$ cat config.mk
export PLATFORM = sky130hd
export DESIGN_NAME = cpu_clk_ctrl_flat
export DESIGN_NICKNAME = d
export VERILOG_FILES = /design/src/rtl/cpu_clk_ctrl_if.sv /design/src/rtl/cpu_clk_ctrl.sv /design/src/flat_wrapper.sv
export SDC_FILE = /design/constraint.sdc
export NUM_CORES = 1
export LEC_CHECK = 0
export ABC_AREA = 1
export BUFFER_PORTS_ARGS = -buffer_cell sky130_fd_sc_hd__buf_2
export CAP_MARGIN = 15
export CORE_MARGIN = 2
export CORE_UTILIZATION = 55
export DETAILED_ROUTE_END_ITERATION = 10
export PLACE_DENSITY = 0.72
export SLEW_MARGIN = 10
export SYNTH_ARGS = -nofsm -noshare
export SYNTH_HDL_FRONTEND = slang
export SYNTH_SLANG_ARGS = --single-unit
$ cat constraint.sdc
create_clock -name clk -period 2 [get_ports clk]
set_input_delay 0.2 -clock clk [delete_from_list [all_inputs] [get_ports clk]]
set_output_delay 0.2 -clock clk [all_outputs]
set_load 0.005 [all_outputs]
$ cat src/rtl/cpu_clk_ctrl_if.sv
// Switch/button inputs and CPU-facing control outputs of the clock-enable controller.
// master drives the raw switches and observes the outputs; slave is the controller side.
interface cpu_clk_ctrl_if;
    logic        sw_go;
    logic        sw_rst;
    logic        sw_speed;
    logic        btn_step;
    logic        cpu_ce;
    logic        cpu_rst;
    logic [1:0]  speed_sel;
    logic        running;
    logic [31:0] ce_count;

    modport master (
        output sw_go, sw_rst, sw_speed, btn_step,
        input  cpu_ce, cpu_rst, speed_sel, running, ce_count
    );

    modport slave (
        input  sw_go, sw_rst, sw_speed, btn_step,
        output cpu_ce, cpu_rst, speed_sel, running, ce_count
    );
endinterface

$ cat src/rtl/cpu_clk_ctrl.sv
// Run/pause/step and speed controller emitting a one-cycle CPU clock enable; CPU_CE_COUNT_EN adds a pulse counter.
// cpu_ce/cpu_rst are registered one cycle after their cause; no backpressure, the enable is free-running.
module cpu_clk_ctrl #(
    parameter int BASE_DIV   = 100_000_000,
    parameter int DEB_CYCLES = 1_000_000
) (
    input  logic             clk,
    input  logic             rst_n,
    cpu_clk_ctrl_if.slave    bus
);

    localparam int DW = (DEB_CYCLES > 1) ? $clog2(DEB_CYCLES + 1) : 1;

    typedef enum logic [1:0] {
        ST_PAUSE = 2'd0,
        ST_RUN   = 2'd1,
        ST_STEP  = 2'd2
    } state_t;

    // Input bit order: 0 go, 1 rst, 2 speed, 3 step.
    logic [3:0]    raw;
    logic [3:0]    sync1_q, sync1_d;
    logic [3:0]    sync2_q, sync2_d;
    logic [3:0]    lvl_q, lvl_d;
    logic [1:0]    lvl_prev_q, lvl_prev_d;
    logic [DW-1:0] deb_cnt_q [4];
    logic [DW-1:0] deb_cnt_d [4];

    state_t        state_q, state_d;
    logic [31:0]   presc_q, presc_d;
    logic [1:0]    speed_sel_q, speed_sel_d;
    logic          cpu_ce_q, cpu_ce_d;
    logic          cpu_rst_q, cpu_rst_d;
    logic          running_q, running_d;

    logic          go_lvl, rst_lvl, spd_rise, step_rise;
    logic [31:0]   divisor;
    logic          term;

    assign raw = {bus.btn_step, bus.sw_speed, bus.sw_rst, bus.sw_go};

    always_comb begin
        sync1_d    = raw;
        sync2_d    = sync1_q;
        lvl_d      = lvl_q;
        lvl_prev_d = lvl_q[3:2];
        for (int i = 0; i < 4; i++) begin
            deb_cnt_d[i] = '0;
            // Any sample agreeing with the accepted level restarts the count.
            if (sync2_q[i] != lvl_q[i]) begin
                if (deb_cnt_q[i] == DW'(DEB_CYCLES - 1)) begin
                    lvl_d[i] = sync2_q[i];
                end else begin
                    deb_cnt_d[i] = deb_cnt_q[i] + 1'b1;
                end
            end
        end
    end

    assign go_lvl    = lvl_q[0];
    assign rst_lvl   = lvl_q[1];
    assign spd_rise  = lvl_q[2] & ~lvl_prev_q[0];
    assign step_rise = lvl_q[3] & ~lvl_prev_q[1];

    assign divisor = 32'(BASE_DIV) << speed_sel_q;
    // A speed change in the same cycle suppresses the terminal count.
    assign term    = (state_q == ST_RUN) && (presc_q == divisor - 32'd1) && !spd_rise;

    always_comb begin
        state_d = state_q;
        if (rst_lvl || cpu_rst_q) begin
            state_d = ST_PAUSE;
        end else begin
            case (state_q)
                ST_PAUSE: begin
                    if (go_lvl) begin
                        state_d = ST_RUN;
                    end else if (step_rise) begin
                        state_d = ST_STEP;
                    end
                end
                ST_RUN: begin
                    if (!go_lvl) begin
                        state_d = ST_PAUSE;
                    end
                end
                default: state_d = ST_PAUSE;
            endcase
        end

        presc_d = '0;
        if (state_q == ST_RUN && state_d == ST_RUN && !spd_rise && !cpu_rst_q) begin
            presc_d = term ? 32'd0 : presc_q + 32'd1;
        end

        speed_sel_d = spd_rise ? speed_sel_q + 2'd1 : speed_sel_q;
        cpu_ce_d    = rst_lvl || term || (state_q == ST_STEP);
        cpu_rst_d   = rst_lvl;
        running_d   = (state_d == ST_RUN);
    end

    always_ff @(posedge clk) begin
        if (!rst_n) begin
            sync1_q     <= '0;
            sync2_q     <= '0;
            lvl_q       <= '0;
            lvl_prev_q  <= '0;
            for (int i = 0; i < 4; i++) begin
                deb_cnt_q[i] <= '0;
            end
            state_q     <= ST_PAUSE;
            presc_q     <= '0;
            speed_sel_q <= '0;
            cpu_ce_q    <= 1'b0;
            cpu_rst_q   <= 1'b0;
            running_q   <= 1'b0;
        end else begin
            sync1_q     <= sync1_d;
            sync2_q     <= sync2_d;
            lvl_q       <= lvl_d;
            lvl_prev_q  <= lvl_prev_d;
            for (int i = 0; i < 4; i++) begin
                deb_cnt_q[i] <= deb_cnt_d[i];
            end
            state_q     <= state_d;
            presc_q     <= presc_d;
            speed_sel_q <= speed_sel_d;
            cpu_ce_q    <= cpu_ce_d;
            cpu_rst_q   <= cpu_rst_d;
            running_q   <= running_d;
        end
    end

`ifdef CPU_CE_COUNT_EN
    logic [31:0] ce_count_q, ce_count_d;

    // Reset-hold enables are not real instruction cycles, so they are not counted.
    always_comb begin
        ce_count_d = ce_count_q;
        if (cpu_ce_q && !cpu_rst_q) begin
            ce_count_d = ce_count_q + 32'd1;
        end
    end

    always_ff @(posedge clk) begin
        if (!rst_n) begin
            ce_count_q <= '0;
        end else begin
            ce_count_q <= ce_count_d;
        end
    end

    assign bus.ce_count = ce_count_q;
`else
    assign bus.ce_count = '0;
`endif

    assign bus.cpu_ce    = cpu_ce_q;
    assign bus.cpu_rst   = cpu_rst_q;
    assign bus.speed_sel = speed_sel_q;
    assign bus.running   = running_q;

endmodule

$ cat src/flat_wrapper.sv
// flat-port wrapper written by rule: the top's interface ports become plain ports
module cpu_clk_ctrl_flat 
#(
    parameter int BASE_DIV   = 100_000_000,
    parameter int DEB_CYCLES = 1_000_000
)
  (clk, rst_n, bus_sw_go, bus_sw_rst, bus_sw_speed, bus_btn_step, bus_cpu_ce, bus_cpu_rst, bus_speed_sel, bus_running, bus_ce_count);
  cpu_clk_ctrl_if bus_i ();
  input  logic clk;
  input  logic rst_n;
  input wire logic [$bits(bus_i.sw_go)-1:0] bus_sw_go;
  input wire logic [$bits(bus_i.sw_rst)-1:0] bus_sw_rst;
  input wire logic [$bits(bus_i.sw_speed)-1:0] bus_sw_speed;
  input wire logic [$bits(bus_i.btn_step)-1:0] bus_btn_step;
  output wire logic [$bits(bus_i.cpu_ce)-1:0] bus_cpu_ce;
  output wire logic [$bits(bus_i.cpu_rst)-1:0] bus_cpu_rst;
  output wire logic [$bits(bus_i.speed_sel)-1:0] bus_speed_sel;
  output wire logic [$bits(bus_i.running)-1:0] bus_running;
  output wire logic [$bits(bus_i.ce_count)-1:0] bus_ce_count;
  assign bus_i.sw_go = bus_sw_go;
  assign bus_i.sw_rst = bus_sw_rst;
  assign bus_i.sw_speed = bus_sw_speed;
  assign bus_i.btn_step = bus_btn_step;
  assign bus_cpu_ce = bus_i.cpu_ce;
  assign bus_cpu_rst = bus_i.cpu_rst;
  assign bus_speed_sel = bus_i.speed_sel;
  assign bus_running = bus_i.running;
  assign bus_ce_count = bus_i.ce_count;
  cpu_clk_ctrl #(.BASE_DIV(BASE_DIV), .DEB_CYCLES(DEB_CYCLES)) u_core (.clk(clk), .rst_n(rst_n), .bus(bus_i));
endmodule
Word level (Yosys, flattened, before mapping)
Memory sizes are Yosys's and may differ from the RTL's. Index checks and enable logic that the tools add are counted.

Memories: 1. ROM bits: 0. Bits in writable memories: 80. Flip-flop bits (word level): 53. Input bits: 6. Latch bits: 0.

Multipliers: 0. Mux-type cells: 19. Eq/ne operators: 12. Divide/modulo/power cells: 0. Shift-type cells: 1. Bitwise operators: 10. $add $sub $neg: 7. Reductions and logical operators: 16. Order comparisons: 0.

Memories: u_core.deb_cnt_q (depth 4, bits a word 20, read ports 4, clocked after memory_dff 0, write ports 4, RTL line cpu_clk_ctrl.sv:26) `logic [DW-1:0] deb_cnt_q [4];`.

Operator list (number): $mux 20 (12); $add 20x1->20 const B (4); $eq 20x20->1 const B (4); $add 32x1->32 const B (1); $eq 32x32->1 (1); $shl 27x2->32 const A (1); $sub 32x1->32 const B (1); $mux 2 (4); $reduce_and 2->1 (4); $logic_and 1x1->1 (5); $eq 2x1->1 const B (2); $ne 1x1->1 (4); $not 1->1 (4); $or 1x1->1 (4); $pmux 2 s2 (1); $logic_or 1x1->1 (3); $reduce_or 3->1 (1); $add 2x1->2 const B (1); $and 1x1->1 (2); $eq 2x2->1 const B (1); $logic_not 1->1 (2); $logic_not 2->1 (1); $mux 1 (2).

Logic depth before layout (Yosys ltp)
Gate-level depths: netlist of run 1.

Depth after elaboration: 12. Mapped depth: 15. Gate-level depth less buffers: 14.

Least setup slack after synthesis of run 1
OpenSTA, ideal clock, no wires.

Path kind: register to register. Start point: register u_core.speed_sel_q[0], in the netlist u_core.bus.speed_sel[0]. End point: register u_core.presc_q[0]. Period minus slack after synthesis: 2.152 ns. Data required time: 1.883 ns. Arrival: 2.035 ns. Setup time: 0.117 ns. Path slack: -0.152 ns. Stages on the path, launching flop included: 16. Path through: dfxtp_1 -> inv_2 -> ha_1 -> inv_1 -> ha_1 -> nand2_1 -> inv_1 -> nor2_1 -> nand2_1 -> nor2_1 -> nand2_1 -> nor2_1 -> nand3_1 -> nand2_2 -> buf_6 -> nor2_1.

Longest elaborated chain between the ends: 6.

Ends and longest elaborated chain: start: declaration (RTL line cpu_clk_ctrl.sv:31) `logic [1:0] speed_sel_q, speed_sel_d;`; start signal: assignment (RTL line cpu_clk_ctrl.sv:127) `speed_sel_q <= speed_sel_d;`; $shl 27x2->32 (RTL line cpu_clk_ctrl.sv:65) `assign divisor = 32'(BASE_DIV) << speed_sel_q;`; $sub 32x1->32 (RTL line cpu_clk_ctrl.sv:67) `assign term = (state_q == ST_RUN) && (presc_q == divisor - 32'd1) && !spd_rise;`; $eq 32x32->1 (RTL line cpu_clk_ctrl.sv:67); $logic_and 1x1->1 (2 in a row) (RTL line cpu_clk_ctrl.sv:67); $reduce_or 3->1 (no line); end signal: assignment (RTL line cpu_clk_ctrl.sv:126) `presc_q <= presc_d;`; end: declaration (RTL line cpu_clk_ctrl.sv:30) `logic [31:0] presc_q, presc_d;`.

Every way passes these cells. A chain may end at the register's enable or synchronous reset.

Final worst setup path of run 1
Start point: register u_core.speed_sel_q[0], in the netlist u_core.bus.speed_sel[0]. End point: register u_core.presc_q[12].

Same word-level chain as after synthesis.

==> results of run 1 <==
layout by cell type (no fill, tap or decap), types with 10 or more instances in the layout:
master	Yosys	final
a21oi_1	38	38
inv_1	151	145
conb_1	1	32
nand2_1	252	251
buf_4	36	13
nor2_1	201	181
dfxtp_1	133	131
nor2_2	11	28
xor2_1	40	40
nand4_1	24	24
o21ai_0	18	18
buf_2	2	10
xnor2_1	10	10
nor3_1	37	36
nand3_1	58	58
clkbuf_16	0	19
stage by stage:
stage | total power [mW] | hold slack, ps | std cells
2_1_floorplan | 2.810 | 297.6 | 1115
3_3_place_gp | 2.779 | 380.5 | 1264
3_5_place_dp | 2.780 | 382.1 | 1264
4_1_cts | 6.155 | 127.8 | 1302
5_1_grt | 6.296 | 146.6 | 1307
6_report | 6.099 | 139.0 | 1307
cells by family (layout without fill, tap and decap cells):
| kind of cell | Yosys count | count (layout) | share of synthesized area (%) |
|---|---|---|---|
| and+or+nand+nor | 627 | 627 | 37.96 |
| buffers and inverters | 201 | 221 | 12.82 |
| DFF | 133 | 133 | 36.66 |
| AOI/OAI and AO/OA | 58 | 58 | 4.066 |
| xor gates and xnor gates | 50 | 50 | 6.030 |
| adders and majority gates | 14 | 14 | 2.412 |
| other | 1 | 32 | 0.05164 |
metal layers:
| metal | up-vias | GRT usage, % | share of wire [%] |
|---|---|---|---|
| met5 | - | 0 | 0 |
| met4 | 0 | 8.929 | 2.0 |
| met3 | 29 | 5.460 | 5.4 |
| met2 | 168 | 36.85 | 47 |
| met1 | 2875 | 28.73 | 46 |
| li1 | 3387 | - | - |
registers in the layout, indices dropped and copies added (netlist names):
name / count
u_core.state_q: 2
u_core.lvl_prev_q: 2
u_core.deb_cnt_q: 80
u_core.bus.speed_sel: 2
u_core.bus.cpu_ce: 1
u_core.bus.running: 1
u_core.sync2_q: 4
u_core.lvl_q: 4
u_core.bus.cpu_rst: 1
u_core.presc_q: 32
u_core.sync1_q: 4
layout make-up:
cell class                      count  area [sq um]  share of cell area [%]
Inverter                          155         589.3                   7.012
Tap cell                          172         215.2                   2.561
Multi-Input combinational cell    781          3948                   46.97
Sequential cell                   133          2668                   31.74
Clock inverter                     13         196.4                   2.337
Timing Repair Buffer               34         345.3                   4.109
Clock buffer                       19         442.9                   5.270
critical path: cells and delay by family (launching register included):
kind                       cells  cell delay [ps]
and+or+nand+nor                9              650
buffers and inverters          5              560
DFF                            1              390
adders and majority gates      1              240
path summary, 6_finish.rpt:
check                                       start                             to
max          u_core.bus.speed_sel[0]$_SDFFE_PN0P_  u_core.presc_q[12]$_SDFF_PP0_
min                                         rst_n   u_core.lvl_q[0]$_SDFFE_PN0P_
max reg2reg  u_core.bus.speed_sel[0]$_SDFFE_PN0P_  u_core.presc_q[12]$_SDFF_PP0_
min reg2reg       u_core.lvl_prev_q[1]$_SDFF_PN0_   u_core.state_q[1]$_SDFF_PN0_
timing repair:
| action | 4_1_cts | 5_1_grt |
|---|---|---|
| pin swaps | 0 | 8 |
| resized for setup | 4 | 44 |
| buffers inserted | 1 | 3 |
| hold endpoints to repair | 4 | 0 |
| cloned | 1 | 2 |
| endpoints found under the setup margin | 17 | 35 |
| hold buffers | 4 | 0 |
power breakdown:
part | internal (mW) | switching, mW | total [mW]
logic | 0.0205 | 0.0448 | 0.0654
clock network | 2.14 | 1.23 | 3.37
registers | 2.66 | 0.00564 | 2.66
total | 4.82 | 1.28 | 6.10
==> flow_summary.ini, run 1 <==
[outcome]
outcome = complete, no violations

[logic_synthesis]
dominantRegCellSynth = dfxtp_1
synth.top_cells.by_area = dfxtp_1 (37%), nand2_1 (13%), nor2_1 (10%)
synth_edf_count = 0
yosys_warnings = 0
synth.cells.most_frequent = nand2_1 (252), nor2_1 (201), inv_1 (151)
avgSynthCellArea_sq_um = 6.699
post_synth_num_cell_types = 36
netlist_instances = 1084
netlist_area_sq_um = 7262
synth.largest_area_cell = dfxtp_1
synth-async-reset-ratio_pct = 0
netlist.area_leader.share_pct = 36.66
flip_flop_and_latch_count_after_synthesis = 133
seq_area_frac_synth_pct = 36.66
yosysMostFrequentCell = nand2_1

[route]
totalWireLength_mm = 15.35
post-route-drc-count = 0
drtAntennaViolNets = 0
detail_route.first_pass.iterations = 5
via_total_after_detailed_routing = 6459
drt_iter0_markers = 402
dr_vias_cell = 4.942
wl_per_cell_um = 11.75

[clocking]
cts_tree = built
cts_buffers = 17
cts.sinks = 133
clk_path_buf_depth = 2
clkTransAtPathRegs_ps = 60
htreeDepth = 4
clock-root-buffer = clkbuf_16
worstSkewPairLatency_ps = 420

[timing]
max_clk_rate_mhz = 507.7
setup_viol = 0
period_needed_ps = 1970
final_count_of_pins_violating_max_slew = 0
fin_ws_ps = 30.49
rsz0062_at_grt = true
totalNegativeSetupSlack_ps = 0
layout_worst_path_cycle_share_pct = 98.48
finalHoldViolCount = 0
clock_skew_ps = 5.366

[place]
detailed_place.area_sq_um = 7440
post_dp_hpwl_mm = 10.94
place.port_buffers = 10
last_weighted_congestion_value_of_the_routability_driven_placer = 0.9138
placement.setup.worst_slack_ps = 6.243

[setup_path]
timing.critical_path.cells = inv_4, buf_4, ha_1, inv_2, nand2_1, nand2_1, nand2_1, nor2_2, nand2_1, nor2_1, nand3_1, nand2_2, buf_12, clkbuf_16, nor2_1
critPathKind = reg2reg
slowest_stage = dfxtp_4
timing.critical_path.fanout_max = 10
reg2regPathDepth = 15
cpMostUsedCell = nand2_1
setup.reg_to_reg.worst_slack_ps = 30
setup.worst_path.end_class = flip-flop
critical_path.max_stage_delay_ps = 390
cp-start-kind = flip-flop
worstPathArrival_ps = 2280
worstPathRequired_ps = 2310

[die]
floorplan.die.height_um = 118.9
row_count = 41
die-area_sq_um = 14140
placeableCoreArea_sq_um = 12770
floorplan.io_pins = 43
dieWidth_um = 118.9
starting_utilization_of_the_core_area_pct = 56.85

[global_routing]
grt_start_max_net_pins = 21
grt_overflow_total = 0
wire_length_of_the_first_global_routing_pass_mm = 26.05
grt_antenna_before_repair = 0
first_global_vias = 5817
grt_usage_pct = 22.59

[hold_path]
worst_hold_path.num_cells = 3
holdCritPathClass = in2reg

[pwr]
power.static_leakage_nw = 3.146
power.density_cell_area_nw_per_um2 = 725.6
vdd.ir_drop.worst_mv = 0.5826

[finish]
final_core_util_pct = 65.79
final_layout_size_suffix_gt1_share_pct = 12.16
antennaDiodeCount = 0
fin_nets = 1142
fill_cells = 1151
finish.instance_area_sq_um = 8404
layout_overhead_on_the_synthesized_area_pct = 15.73

[run]
maxCapViolations = 0
(Power assumes the default switching activity.)
==> inputs of run 2 (changes only) <==
--- a/config.mk
+++ b/config.mk
@@ -8,7 +8,7 @@
 export ABC_AREA = 1
 export BUFFER_PORTS_ARGS = -buffer_cell sky130_fd_sc_hd__buf_2
 export CAP_MARGIN = 15
-export CORE_MARGIN = 2
+export CORE_MARGIN = 5
 export CORE_UTILIZATION = 55
 export DETAILED_ROUTE_END_ITERATION = 10
 export PLACE_DENSITY = 0.72
==> constraint.sdc (replaced) <==
create_clock -name clk -period 1.8 [get_ports clk]
set_input_delay 0.18 -clock clk [delete_from_list [all_inputs] [get_ports clk]]
set_output_delay 0.18 -clock clk [all_outputs]
set_load 0.005 [all_outputs]
==> run 2 against run 1 <==
Net effect: the run now ends with negative setup slack left; total power increased by 7.7%; fmax grew 2.2%; clock power up 5%; sequential share of layout area barely moved; register-to-register slack worse by 160 ps; worst hold slack better by 26 ps; via count rose by 2.3%; first-iteration DRC count decreased by 8.0%; critical path type unchanged; highest routed layer unchanged.
==> flow_summary.ini, run 2 (same netlist as run 1, synthesis figures left out) <==
[setup_path]
cp-start-kind = flip-flop
setup.worst_path.end_class = flip-flop
critPathKind = reg2reg
rr_startpoint = u_core.bus.speed_sel[0]$_SDFFE_PN0P_
setup.reg_to_reg.worst_slack_ps = -130
worstPathArrival_ps = 2240
worstReg2RegEnd = u_core.presc_q[23]$_SDFF_PP0_
worstPathRequired_ps = 2110
reg2regPathDepth = 15
timing.critical_path.fanout_max = 8
critical_path.startpoint = u_core.bus.speed_sel[0]$_SDFFE_PN0P_

[place]
place.port_buffers = 10
detailed_place.area_sq_um = 7587
last_weighted_congestion_value_of_the_routability_driven_placer = 0.9396
post_dp_hpwl_mm = 11.46
placement.setup.worst_slack_ps = -74.95

[clocking]
htreeDepth = 4
clk_path_buf_depth = 2
worstSkewPairLatency_ps = 420
cts_tree = built
clock-root-buffer = clkbuf_16
cts.sinks = 133
cts_buffers = 17
clkTransAtPathRegs_ps = 60

[outcome]
violations = negative setup slack
outcome = finished, violations left

[die]
floorplan.die.height_um = 124.9
die-area_sq_um = 15600
floorplan.io_pins = 43
row_count = 42
starting_utilization_of_the_core_area_pct = 55.50
placeableCoreArea_sq_um = 13090
dieWidth_um = 124.9

[route]
detail_route.first_pass.iterations = 5
post-route-drc-count = 0
dr_vias_cell = 5.007
wl_per_cell_um = 12.06
totalWireLength_mm = 15.92
drtAntennaViolNets = 0
drt_iter0_markers = 370
via_total_after_detailed_routing = 6609

[hold_path]
holdCritPathClass = in2reg
worst_hold_path.num_cells = 4
worst_hold_path.endpoint = u_core.bus.cpu_rst$_SDFF_PN0_
min_from = rst_n

[finish]
finish.instance_area_sq_um = 8424
fin_nets = 1152
final_core_util_pct = 64.38
final_cell_mix = nand2_1 (250), nor2_1 (187), inv_1 (145), dfxtp_1 (131), nand3_1 (56)
biggestRegsByFlops = u_core.deb_cnt_q x80, u_core.presc_q x32
antennaDiodeCount = 0
layout_overhead_on_the_synthesized_area_pct = 16.01
layout.cells.most_common = nand2_1
registers.top_by_ff_count = u_core.deb_cnt_q
largest_register_ffs = 80
final_layout_size_suffix_gt1_share_pct = 12.67

[timing]
totalNegativeSetupSlack_ps = -3657
period_needed_ps = 1927
worstMarginPinSlew_ps = 580.3
setup_viol = 32
layout_worst_path_cycle_share_pct = 107.0
finalHoldViolCount = 0
clock_skew_ps = 6.771
max_clk_rate_mhz = 519.0
fin_ws_ps = -126.7
final_count_of_pins_violating_max_slew = 0
rsz0062_at_grt = true
worst_case_headroom_to_the_max_slew_limit_pct = 60.96

[run]
maxCapViolations = 0

[global_routing]
grt_overflow_total = 0
grt_start_max_net_pins = 33
first_global_vias = 5881
grt_antenna_before_repair = 0
wire_length_of_the_first_global_routing_pass_mm = 26.14
grt_usage_pct = 19.91

[pwr]
power_frac_clock_pct = 53.7
share_comb_of_total_power_pct = 1.3
net-switching-power_mw = 1.339
power.density_cell_area_nw_per_um2 = 779.6
power_frac_seq_pct = 45.0
p_int_mw = 5.229
vdd.ir_drop.worst_mv = 0.6200
power.share.switching_pct = 20.38
power.static_leakage_nw = 3.171
-- run 2: worst max-delay path by stage --
stage               slack (ps)                       endpoint  cells after the start
floorplan                    8   u_core.presc_q[0]$_SDFF_PP0_                     15
global placement           -50   u_core.presc_q[6]$_SDFF_PP0_                     15
detailed placement         -70  u_core.presc_q[13]$_SDFF_PP0_                     15
CTS                        -70   u_core.presc_q[4]$_SDFF_PP0_                     15
global route              -230  u_core.presc_q[13]$_SDFF_PP0_                     15
finish                    -130  u_core.presc_q[23]$_SDFF_PP0_                     15
-- run 2: worst max-delay path, stage by stage, from the launching register on --
cell,delay (ps)
dfxtp_4,370
inv_6,80
ha_4,150
inv_4,40
ha_4,240
nand2_2,70
inv_2,40
nor2_2,60
nand2_1,50
nor2_1,90
nand2_1,50
nor2_1,100
nand3_1,110
nand2_4,150
buf_12,170
nor2_1,50
-- run 2: layer usage --
metal  routed length [um]  track usage (%)
met4                  417            7.717
met1                 6937            25.51
met5                    0                0
met3                  953            3.988
met2                 7613            33.17
-- run 2: through the flow --
| stage | instances | total power, mW | hold slack [ps] |
|---|---|---|---|
| 2_1_floorplan | 1115 | 3.121 | 277.6 |
| 3_3_place_gp | 1281 | 3.096 | 378.6 |
| 3_5_place_dp | 1281 | 3.097 | 377.0 |
| 4_1_cts | 1316 | 6.635 | 153.8 |
| 5_1_grt | 1320 | 6.789 | 179.0 |
| 6_report | 1320 | 6.568 | 165.2 |
-- run 2: cell type report --
cell class              instances  area [sq um]
clock buffers                  20         456.7
clock inverters                11         150.1
fillers                      1156          4661
inverters                     155         591.8
multi-input cells             781          3931
flip-flops and latches        133          2670
well taps                     176         220.2
repair buffers                 44         404.1
-- run 2: power by group through the flow --
stage          combinational (mW)  clock [mW]  sequential [mW]
2_1_floorplan              0.0995           0             3.02
3_3_place_gp               0.0740           0             3.02
3_5_place_dp               0.0747           0             3.02
4_1_cts                    0.0815        3.60             2.96
5_1_grt                    0.0967        3.73             2.96
6_report                   0.0836        3.53             2.96
-- run 2: repair_timing --
item	4_1_cts	5_1_grt
cloned	0	3
setup endpoints to repair	33	55
pin swaps	0	12
resized for setup	2	35
hold buffers	4	0
setup buffers	0	2
hold endpoints to repair	4	0
